File: config.mk
export PLATFORM = sky130hd
export DESIGN_NAME = serial_divider32_flat
export DESIGN_NICKNAME = d
export VERILOG_FILES = /design/src/rtl/arith_pkg.sv /design/src/rtl/serial_divider32_if.sv /design/src/rtl/div_step.sv /design/src/rtl/serial_divider32.sv /design/src/flat_wrapper.sv
export SDC_FILE = /design/constraint.sdc
export NUM_CORES = 1
export LEC_CHECK = 0
export BUFFER_PORTS_ARGS = -buffer_cell sky130_fd_sc_hd__buf_4
export CORE_UTILIZATION = 59
export DETAILED_ROUTE_END_ITERATION = 10
export PLACE_DENSITY = 0.81
export SLEW_MARGIN = 15
export SYNTH_ARGS = -nofsm -noshare
export SYNTH_HDL_FRONTEND = slang
export SYNTH_SLANG_ARGS = --single-unit
File: constraint.sdc
create_clock -name clk -period 4.8 [get_ports clk]
set_input_delay 0.24 -clock clk [delete_from_list [all_inputs] [get_ports clk]]
set_output_delay 0.24 -clock clk [all_outputs]
set_load 0.005 [all_outputs]
File: src/rtl/arith_pkg.sv
// Shared arithmetic constants and types for the serial
// multiplier/divider set.
package arith_pkg;

    localparam int DIV_WIDTH = 32;

    function automatic int cnt_width(input int w);
        return $clog2(w + 1);
    endfunction

    localparam int DIV_CNT_W = cnt_width(DIV_WIDTH);

    typedef enum logic [1:0] {
        IDLE,
        RUN,
        FIN
    } div_state_e;

endpackage

File: src/rtl/serial_divider32_if.sv
// Handshake and data bundle for the bit-serial divider.
interface serial_divider32_if #(
    parameter int WIDTH = arith_pkg::DIV_WIDTH
);

    logic             start;
    logic             dividend_bit;
    logic [WIDTH-1:0] divisor;
    logic             busy;
    logic             quotient_bit;
    logic             quotient_valid;
    logic             done;
    logic [WIDTH-1:0] remainder;
    logic             div_by_zero;

    modport master (
        output start,
        output dividend_bit,
        output divisor,
        input  busy,
        input  quotient_bit,
        input  quotient_valid,
        input  done,
        input  remainder,
        input  div_by_zero
    );

    modport slave (
        input  start,
        input  dividend_bit,
        input  divisor,
        output busy,
        output quotient_bit,
        output quotient_valid,
        output done,
        output remainder,
        output div_by_zero
    );

endinterface

File: src/rtl/div_step.sv
// One restoring-division step: shift in a dividend bit, then
// subtract the divisor when it fits.
module div_step #(
    parameter int WIDTH = 32
) (
    input  logic [WIDTH-1:0] r,
    input  logic             in_bit,
    input  logic [WIDTH-1:0] divisor,
    output logic [WIDTH-1:0] r_next,
    output logic             q
);

    logic [WIDTH:0] t;

    assign t = {r, in_bit};
    assign q = (t >= {1'b0, divisor});

    // Result is below the divisor, so WIDTH-bit wraparound is exact
    assign r_next = t[WIDTH-1:0] - (q ? divisor : '0);

endmodule

File: src/rtl/serial_divider32.sv
// Bit-serial restoring divider: serial dividend in, serial
// quotient out, parallel remainder at completion.
module serial_divider32
    import arith_pkg::*;
#(
    parameter int WIDTH = DIV_WIDTH
) (
    input logic                clk,
    input logic                rst,
    serial_divider32_if.slave  bus
);

    localparam int CNT_W = cnt_width(WIDTH);

    div_state_e       state_q;
    div_state_e       state_d;
    logic             accept;
    logic [WIDTH-1:0] r_q;
    logic [WIDTH-1:0] dvs_q;
    logic [CNT_W-1:0] cnt_q;
    logic             last;
    logic [WIDTH-1:0] r_next;
    logic             q;
    logic             qbit_q;
    logic             qvalid_q;
    logic             dbz_q;
    logic [WIDTH-1:0] rem_q;

    div_step #(
        .WIDTH (WIDTH)
    ) u_step (
        .r       (r_q),
        .in_bit  (bus.dividend_bit),
        .divisor (dvs_q),
        .r_next  (r_next),
        .q       (q)
    );

    assign last = (cnt_q == CNT_W'(WIDTH - 1));

    always_ff @(posedge clk or posedge rst) begin
        if (rst) begin
            state_q <= IDLE;
        end else begin
            state_q <= state_d;
        end
    end

    always_comb begin
        state_d = state_q;
        accept  = 1'b0;
        unique case (state_q)
            IDLE: begin
                if (bus.start) begin
                    accept  = 1'b1;
                    state_d = RUN;
                end
            end
            RUN: begin
                if (last) begin
                    state_d = FIN;
                end
            end
            FIN: begin
                accept  = bus.start;
                state_d = bus.start ? RUN : IDLE;
            end
            default: begin
                state_d = IDLE;
            end
        endcase
    end

    always_ff @(posedge clk or posedge rst) begin
        if (rst) begin
            r_q      <= '0;
            dvs_q    <= '0;
            cnt_q    <= '0;
            qbit_q   <= 1'b0;
            qvalid_q <= 1'b0;
            dbz_q    <= 1'b0;
            rem_q    <= '0;
        end else begin
            qvalid_q <= (state_q == RUN);
            if (state_q == RUN) begin
                r_q    <= r_next;
                qbit_q <= q;
                cnt_q  <= cnt_q + CNT_W'(1);
                if (last) begin
                    rem_q <= r_next;
                end
            end
            if (accept) begin
                dvs_q <= bus.divisor;
                r_q   <= '0;
                cnt_q <= '0;
                dbz_q <= (bus.divisor == '0);
            end
        end
    end

    assign bus.busy           = (state_q == RUN);
    assign bus.done           = (state_q == FIN);
    assign bus.quotient_bit   = qbit_q;
    assign bus.quotient_valid = qvalid_q;
    assign bus.remainder      = rem_q;
    assign bus.div_by_zero    = dbz_q;

endmodule

File: src/flat_wrapper.sv
// flat-port wrapper written by rule: the top's interface ports become plain ports
module serial_divider32_flat import arith_pkg::*;
#(
    parameter int WIDTH = DIV_WIDTH
)
  (clk, rst, bus_start, bus_dividend_bit, bus_divisor, bus_busy, bus_quotient_bit, bus_quotient_valid, bus_done, bus_remainder, bus_div_by_zero);
  serial_divider32_if #(.WIDTH(WIDTH)) bus_i ();
  input logic clk;
  input logic rst;
  input wire logic [$bits(bus_i.start)-1:0] bus_start;
  input wire logic [$bits(bus_i.dividend_bit)-1:0] bus_dividend_bit;
  input wire logic [$bits(bus_i.divisor)-1:0] bus_divisor;
  output wire logic [$bits(bus_i.busy)-1:0] bus_busy;
  output wire logic [$bits(bus_i.quotient_bit)-1:0] bus_quotient_bit;
  output wire logic [$bits(bus_i.quotient_valid)-1:0] bus_quotient_valid;
  output wire logic [$bits(bus_i.done)-1:0] bus_done;
  output wire logic [$bits(bus_i.remainder)-1:0] bus_remainder;
  output wire logic [$bits(bus_i.div_by_zero)-1:0] bus_div_by_zero;
  assign bus_i.start = bus_start;
  assign bus_i.dividend_bit = bus_dividend_bit;
  assign bus_i.divisor = bus_divisor;
  assign bus_busy = bus_i.busy;
  assign bus_quotient_bit = bus_i.quotient_bit;
  assign bus_quotient_valid = bus_i.quotient_valid;
  assign bus_done = bus_i.done;
  assign bus_remainder = bus_i.remainder;
  assign bus_div_by_zero = bus_i.div_by_zero;
  serial_divider32 #(.WIDTH(WIDTH)) u_core (.clk(clk), .rst(rst), .bus(bus_i));
endmodule
==> reports/metrics.cfg, run 1 <==
[timing]
maxSlewHeadroom_pct=35.5
tightest_slew_ps=965
fin_skew_ps=10.0
max_freq_mhz=221
slew_violations=0
tns_ps=0
final_hold_viol_count=0
setup_viol_count_final=0
rsz0062_at_grt=no
finalCriticalPeriod_ps=4530
fin_crit_sh_pct=94.5

[clock_network]
clk_pin_slew_worst_paths_ps=100
insertion_delay_ps=400
numCtsBuffers=9
htreeDepth=3
tritoncts=done
root_buffer=clkbuf_8
post-cts-setup-buffers=0
cts_sinks=107
clockBufferDepth=2

[floorplanning]
io_pins=73
core_area_um2=10400
rows=37
start_util_pct=61.4
die_x_um=106
dieArea_um2=11300
chipHeight_um=106

[route]
wl_per_cell_um=17.8
drc=0
drtAntennaViolNets=0
first_iter_violations=313
vias=5533
totalWireLength_um=16300
viasPerCell=6.05
drt_pass1_iterations=8

[layout]
final_common_cell=nand2_1
layout-drive-gt1-share_pct=15.2
diodes=0
regArea_um2=2680
multi_input_area_um2=3500
num-fill-cells=801
nets=874
utilization_pct=70.8
areaGrowthSynthToFinish_pct=15.3
layout_common_cells=157 x nand2_1, 107 x dfrtp_1, 79 x buf_4, 64 x ha_1, 53 x o21ai_0

[pwr]
p_int_mw=3.51
seqPwrFrac_pct=25.3
pwr-share-clk_pct=10.7
p_comb_share_pct=64.0
ir_drop_v=0.000578
powerDensity_nw_per_um2=867
sw_frac_of_total_pct=45.2
p_sw_mw=2.89
power.leakage_nw=3.51

[worst_setup_path]
critPathCaptureType=flip-flop
start_kind=flip-flop
crit_type=flip-flop to flip-flop
critPathMaxFanout=14
required_ps=5140
cp.arrival_ps=4880

[synth]
synth-seq-area-share_pct=41.9
synth_cell_types=57
yosysWarnings=0
synth_area_um2=6400
syn_inst=705
synth-edff-count=0
synth-seq-cells=107
synth_fp_nets=806
avgSynthCellArea_um2=9.07
async_reset_ff_share_pct=100
synth_ff_type=dfrtp_1

[outcome]
outcome=finished clean

[grt]
grt_start_max_net_pins=58
antenna_found_initial=0
grt.total_usage_pct=30.3
grt_pass1_vias=5524
gr-total-overflow=0
grt_first_pass_wirelength_um=26400

[placed_design]
dp_hpwl_um=11800
io_buffers=72
gp_congestion=0.918

[hold_path]
hold_path_class=input port to flip-flop

[job]
drv_cap=0

## sequential cells by signal, indices dropped and copies added, names as in the netlist
register and count:
u_core.bus.quotient_bit 1, u_core.cnt_q 6, u_core.r_q 32, u_core.state_q 2
u_core.bus.quotient_valid 1, u_core.bus.remainder 32, u_core.bus.div_by_zero 1, u_core.dvs_q 32
## cell type report
| cell class | instances | share of cell area (%) |
|---|---|---|
| multi-input cells | 530 | 47.5 |
| inverters | 45 | 2.32 |
| flip-flops and latches | 107 | 36.3 |
| repair buffers | 80 | 8.18 |
| clock buffers | 11 | 1.92 |
| well taps | 136 | 2.31 |
| clock inverters | 5 | 1.46 |
## cells by family (layout without fill, tap and decap cells)
kind of cell,count (synthesis),count (layout),synth area share [%]
DFF,107,107,41.9
and+or+nand+nor,237,237,16.2
buffers and inverters,68,141,3.99
AOI/OAI and AO/OA,197,197,20.6
muxes,7,7,1.23
xor gates and xnor gates,24,24,3.29
adders and majority gates,65,65,12.8
## synth_stat cells, types with 5 or more instances
cell type / count / area share, %
o21a_1: 5 / 0.59
mux2_2: 7 / 1.2
a21o_1: 13 / 1.5
clkbuf_1: 16 / 0.94
nand2_1: 157 / 9.2
nor2_1: 22 / 1.3
ha_1: 64 / 13
nand3_1: 11 / 0.86
buf_1: 7 / 0.41
o21ai_1: 10 / 0.78
nor4_1: 10 / 0.98
xnor2_1: 16 / 2.2
o31ai_1: 8 / 0.94
inv_1: 44 / 2.6
a22o_1: 23 / 3.1
nor2b_1: 5 / 0.49
nand4_1: 8 / 0.78
xor2_1: 8 / 1.1
o21ai_0: 53 / 4.1
o211ai_1: 7 / 0.82
o21bai_1: 6 / 0.70
a21oi_1: 44 / 3.4
nand2b_1: 7 / 0.68
dfrtp_1: 107 / 42
## layer usage
metal | wire [µm] | up-vias | GRT usage, %
li1 | - | 2623 | -
met1 | 6970 | 2668 | 38.0
met2 | 7930 | 205 | 51.1
met3 | 993 | 37 | 5.89
met4 | 400 | 0 | 13.1
met5 | 0 | - | 0
## worst max-delay path: stages (launching register included)
cell      delay (ps)
dfrtp_1          370
inv_1             70
ha_1             310
a21o_1           180
a21o_1           180
a221o_1          290
a311o_1          360
a31o_2           230
buf_4            190
nand2_1           80
ha_1             300
a21oi_2          180
o21bai_1          90
a21o_1           210
or4b_1           520
o211ai_2         260
a21oi_2          120
or4_1            420
nand3_1          110
## timing repair
item,in CTS,in global routing
hold buffers,1,0
setup endpoints to repair,0,6
hold endpoints to repair,56,0
gates resized for setup,0,5
## through the flow
stage	setup slack (ps)	total power [mW]	area, µm²	hold WS (ps)	std cells
6_report	266	6.40	7370	38.2	914
3_3_place_gp	333	5.47	7090	402	897
5_1_grt	2.89	6.92	7370	57.1	914
3_5_place_dp	288	5.61	7090	413	897
4_1_cts	244	6.32	7350	30.5	914
2_1_floorplan	598	4.51	6400	345	705
## power groups by stage
stage               Combinational, mW  Clock [mW]  Sequential [mW]
CTS                              4.02       0.697             1.61
global placement                 3.87           0             1.61
global route                     4.54       0.722             1.66
finish                           4.09       0.685             1.62
detailed placement               3.99           0             1.62
floorplan                        2.95           0             1.56
## final timing paths
path                                           from                        to  slack, ps  cells past startpoint
setup / recovery                    u_core.dvs_q[6]            u_core.r_q[29]        270                     18
hold / removal                       bus_divisor[0]           u_core.dvs_q[0]         40                      3
setup reg to reg                    u_core.dvs_q[6]            u_core.r_q[29]        270                     18
hold reg to reg            u_core.bus.remainder[14]  u_core.bus.remainder[14]        480                      2
max in group asynchronous                       rst          u_core.dvs_q[24]       3160                      4
min in group asynchronous                       rst   u_core.bus.remainder[3]        520                      3
Power figures use the tool's default switching activity.
==> run 2, diff against run 1 <==
GPL_TIMING_DRIVEN = 0   (was unset)
==> run 2 against run 1 <==
Design area increased by 0.66%. Clock-buffer cell count unchanged. Critical path depth decreased by 1. Sequential share of layout area decreased by 0.24 points. Maximum frequency decreased by 2.1%. Cell count increased by 2.1%. Clock power decreased by 20%. Total power decreased by 1.1%. Hold slack improved by 24 ps. Global-route usage increased by 0.91 points. Non-clock buffer count increased by 21. Combinational power increased by 2%. Critical path type unchanged.
==> reports/metrics.cfg, run 2 (same netlist as run 1, synthesis figures left out) <==
[timing]
slew_violations=0  ; unchanged
tightest_slew_ps=864  ; -101 ps
max_freq_mhz=216  ; -2.1%
timing.hold.ws_ps=61.9  ; +23.7 ps
fin_crit_sh_pct=96.5  ; +2.0 points
final_hold_viol_count=0  ; unchanged
finalCriticalPeriod_ps=4630  ; +96.2 ps
maxSlewHeadroom_pct=42.2  ; +6.7 points
setup_viol_count_final=0  ; unchanged
fin_skew_ps=11.0  ; +0.987 ps

[hold_path]
min_to=u_core.dvs_q[26]
worstHoldStart=bus_divisor[26]
min_path_cells=3  ; unchanged
hold_path_class=input port to flip-flop

[placed_design]
io_buffers=72  ; unchanged
gp_congestion=0.887  ; -3.4%
placed_cells=914  ; +1.9%
dp_hpwl_um=12200  ; +3.6%

[layout]
layout-drive-gt1-share_pct=15.1  ; -0.11 points
num-fill-cells=809  ; +1.0%
nets=895  ; +2.4%
finalNonFillerCells=933  ; +2.1%
layout_common_cells=157 x nand2_1, 107 x dfrtp_1, 77 x buf_4, 62 x ha_1, 53 x o21ai_0
final_common_cell=nand2_1
areaGrowthSynthToFinish_pct=16.0
diodes=0  ; unchanged

[clock_network]
clk_pin_slew_worst_paths_ps=100  ; about the same
tritoncts=done
root_buffer=clkbuf_8
clockBufferDepth=2  ; unchanged
insertion_delay_ps=390  ; about the same
htreeDepth=3  ; unchanged
numCtsBuffers=9  ; unchanged
cts_sinks=107  ; unchanged

[pwr]
p_int_mw=3.45  ; -1.8%
finalPower_mw=6.33  ; -1.1%
p_sw_mw=2.88  ; -0.23%
sw_frac_of_total_pct=45.5  ; +0.38 points
powerDensity_nw_per_um2=853  ; -1.7%
pwr-share-clk_pct=8.7  ; -2.0 points
power.leakage_nw=3.51  ; +0.13%
ir_drop_v=0.000494  ; -14%
seqPwrFrac_pct=25.5  ; +0.2 points
p_comb_share_pct=65.8  ; +1.8 points

[grt]
gr-total-overflow=0  ; unchanged
grt_pass1_vias=5569  ; +0.81%
grt.total_usage_pct=31.2  ; +0.91 points
grt_first_pass_wirelength_um=27100  ; +2.5%
grt_start_max_net_pins=74  ; +28%
antenna_found_initial=0  ; unchanged

[worst_setup_path]
cp.arrival_ps=4890  ; about the same
r2r_cells=17  ; -1
slowest_delay_ps=480  ; -40 ps
crit_type=flip-flop to flip-flop
required_ps=5060  ; -80 ps
r2r-end=u_core.bus.remainder[30]
cpMaxStageDelayCell=fa_1
r2r_slack_ps=170  ; -100 ps
critPathMaxFanout=10  ; -4
path_common_cell=nand2_1
start_kind=flip-flop
critPathCaptureType=flip-flop
crit_chain=ha_1 > nand4_1 > nor4_2 > nand2_1 > o211ai_1 > a31o_2 > buf_4 > nand2_1 > fa_1 > a211oi_2 > o21ai_2 > a221oi_4 > o21ba_4 > o211ai_2 > a311o_1 > xnor2_2 > o21ai_1
reg2reg_from=u_core.r_q[27]

[route]
first_iter_violations=342  ; +9.3%
totalWireLength_um=16700  ; +2.3%
drtAntennaViolNets=0  ; unchanged
drc=0  ; unchanged
drt_pass1_iterations=5  ; -3
viasPerCell=6.06  ; +0.14%
vias=5656  ; +2.2%
wl_per_cell_um=17.9  ; +0.26%

[floorplanning]
io_pins=73  ; unchanged
core_area_um2=10400  ; unchanged
dieArea_um2=11300  ; unchanged
die_x_um=106  ; unchanged
chipHeight_um=106  ; unchanged
start_util_pct=61.4  ; unchanged
rows=37  ; unchanged

[outcome]
outcome=finished clean

[job]
drv_cap=0  ; unchanged

-- run 2: routing by layer --
metal / up-vias / track usage (%) / share of wire, %
met4: 0 / 15.2 / 3.1
met1: 2706 / 41.4 / 43
met2: 232 / 50.1 / 46
met3: 54 / 4.90 / 7.2
li1: 2664 / - / -
met5: - / 0 / 0
-- run 2: timing repair --
action / 4_1_cts / 5_1_grt
gates resized for setup: 5 / 15
buffers inserted: 0 / 4
setup endpoints to repair: 18 / 21
hold endpoints to repair: 34 / 0
hold buffers: 1 / 0
pin swaps: 0 / 4
-- run 2: power by group through the flow --
stage	Clock, mW	Combinational (mW)	Sequential (mW)
2_1_floorplan	0	2.95	1.56
3_3_place_gp	0	3.78	1.61
3_5_place_dp	0	3.92	1.61
4_1_cts	0.558	3.98	1.60
5_1_grt	0.589	4.62	1.66
6_report	0.551	4.16	1.61
-- run 2: worst max-delay path by stage --
stage	start	to	slack, ps	cells past startpoint
after floorplan	u_core.r_q[29]	u_core.bus.remainder[30]	600	17
after global routing	u_core.r_q[27]	u_core.bus.remainder[18]	-20	17
after detailed placement	u_core.r_q[29]	u_core.bus.remainder[30]	-310	17
final	u_core.r_q[27]	u_core.bus.remainder[30]	170	17
after CTS	u_core.dvs_q[6]	u_core.bus.remainder[30]	6	18
after global placement	u_core.r_q[29]	u_core.bus.remainder[30]	-310	17
-- run 2: metrics by stage --
| step | util (%) | TNS, ps | instance area, µm² | setup slack (ps) |
|---|---|---|---|---|
| 2_1_floorplan | - | 0 | 6400 | 598 |
| 3_3_place_gp | 68.2 | -1540 | 7110 | -307 |
| 3_5_place_dp | 68.6 | -1810 | 7140 | -308 |
| 4_1_cts | 70.6 | 0 | 7350 | 6.11 |
| 5_1_grt | 71.3 | -34.2 | 7420 | -15.8 |
| 6_report | 71.3 | 0 | 7420 | 170 |
-- run 2: final cells by class --
class | count | area [µm²] | area share [%]
multi-input combinational | 530 | 3520 | 47.4
sequential | 107 | 2680 | 36.1
timing repair buffer | 78 | 608 | 8.19
inverter | 45 | 174 | 2.34
tap | 136 | 170 | 2.29
clock buffer | 11 | 141 | 1.90
buffer | 23 | 93.8 | 1.26
clock inverter | 3 | 40.0 | 0.539
-- run 2: worst max-delay path, delay by kind of cell (launching register included) --
| family | cells | cell delay [ps] |
|---|---|---|
| flops | 1 | 410 |
| simple gates | 4 | 770 |
| buf+inv | 1 | 210 |
| fa+ha+maj | 2 | 810 |
| compound gates | 9 | 2100 |
| xor+xnor | 1 | 190 |
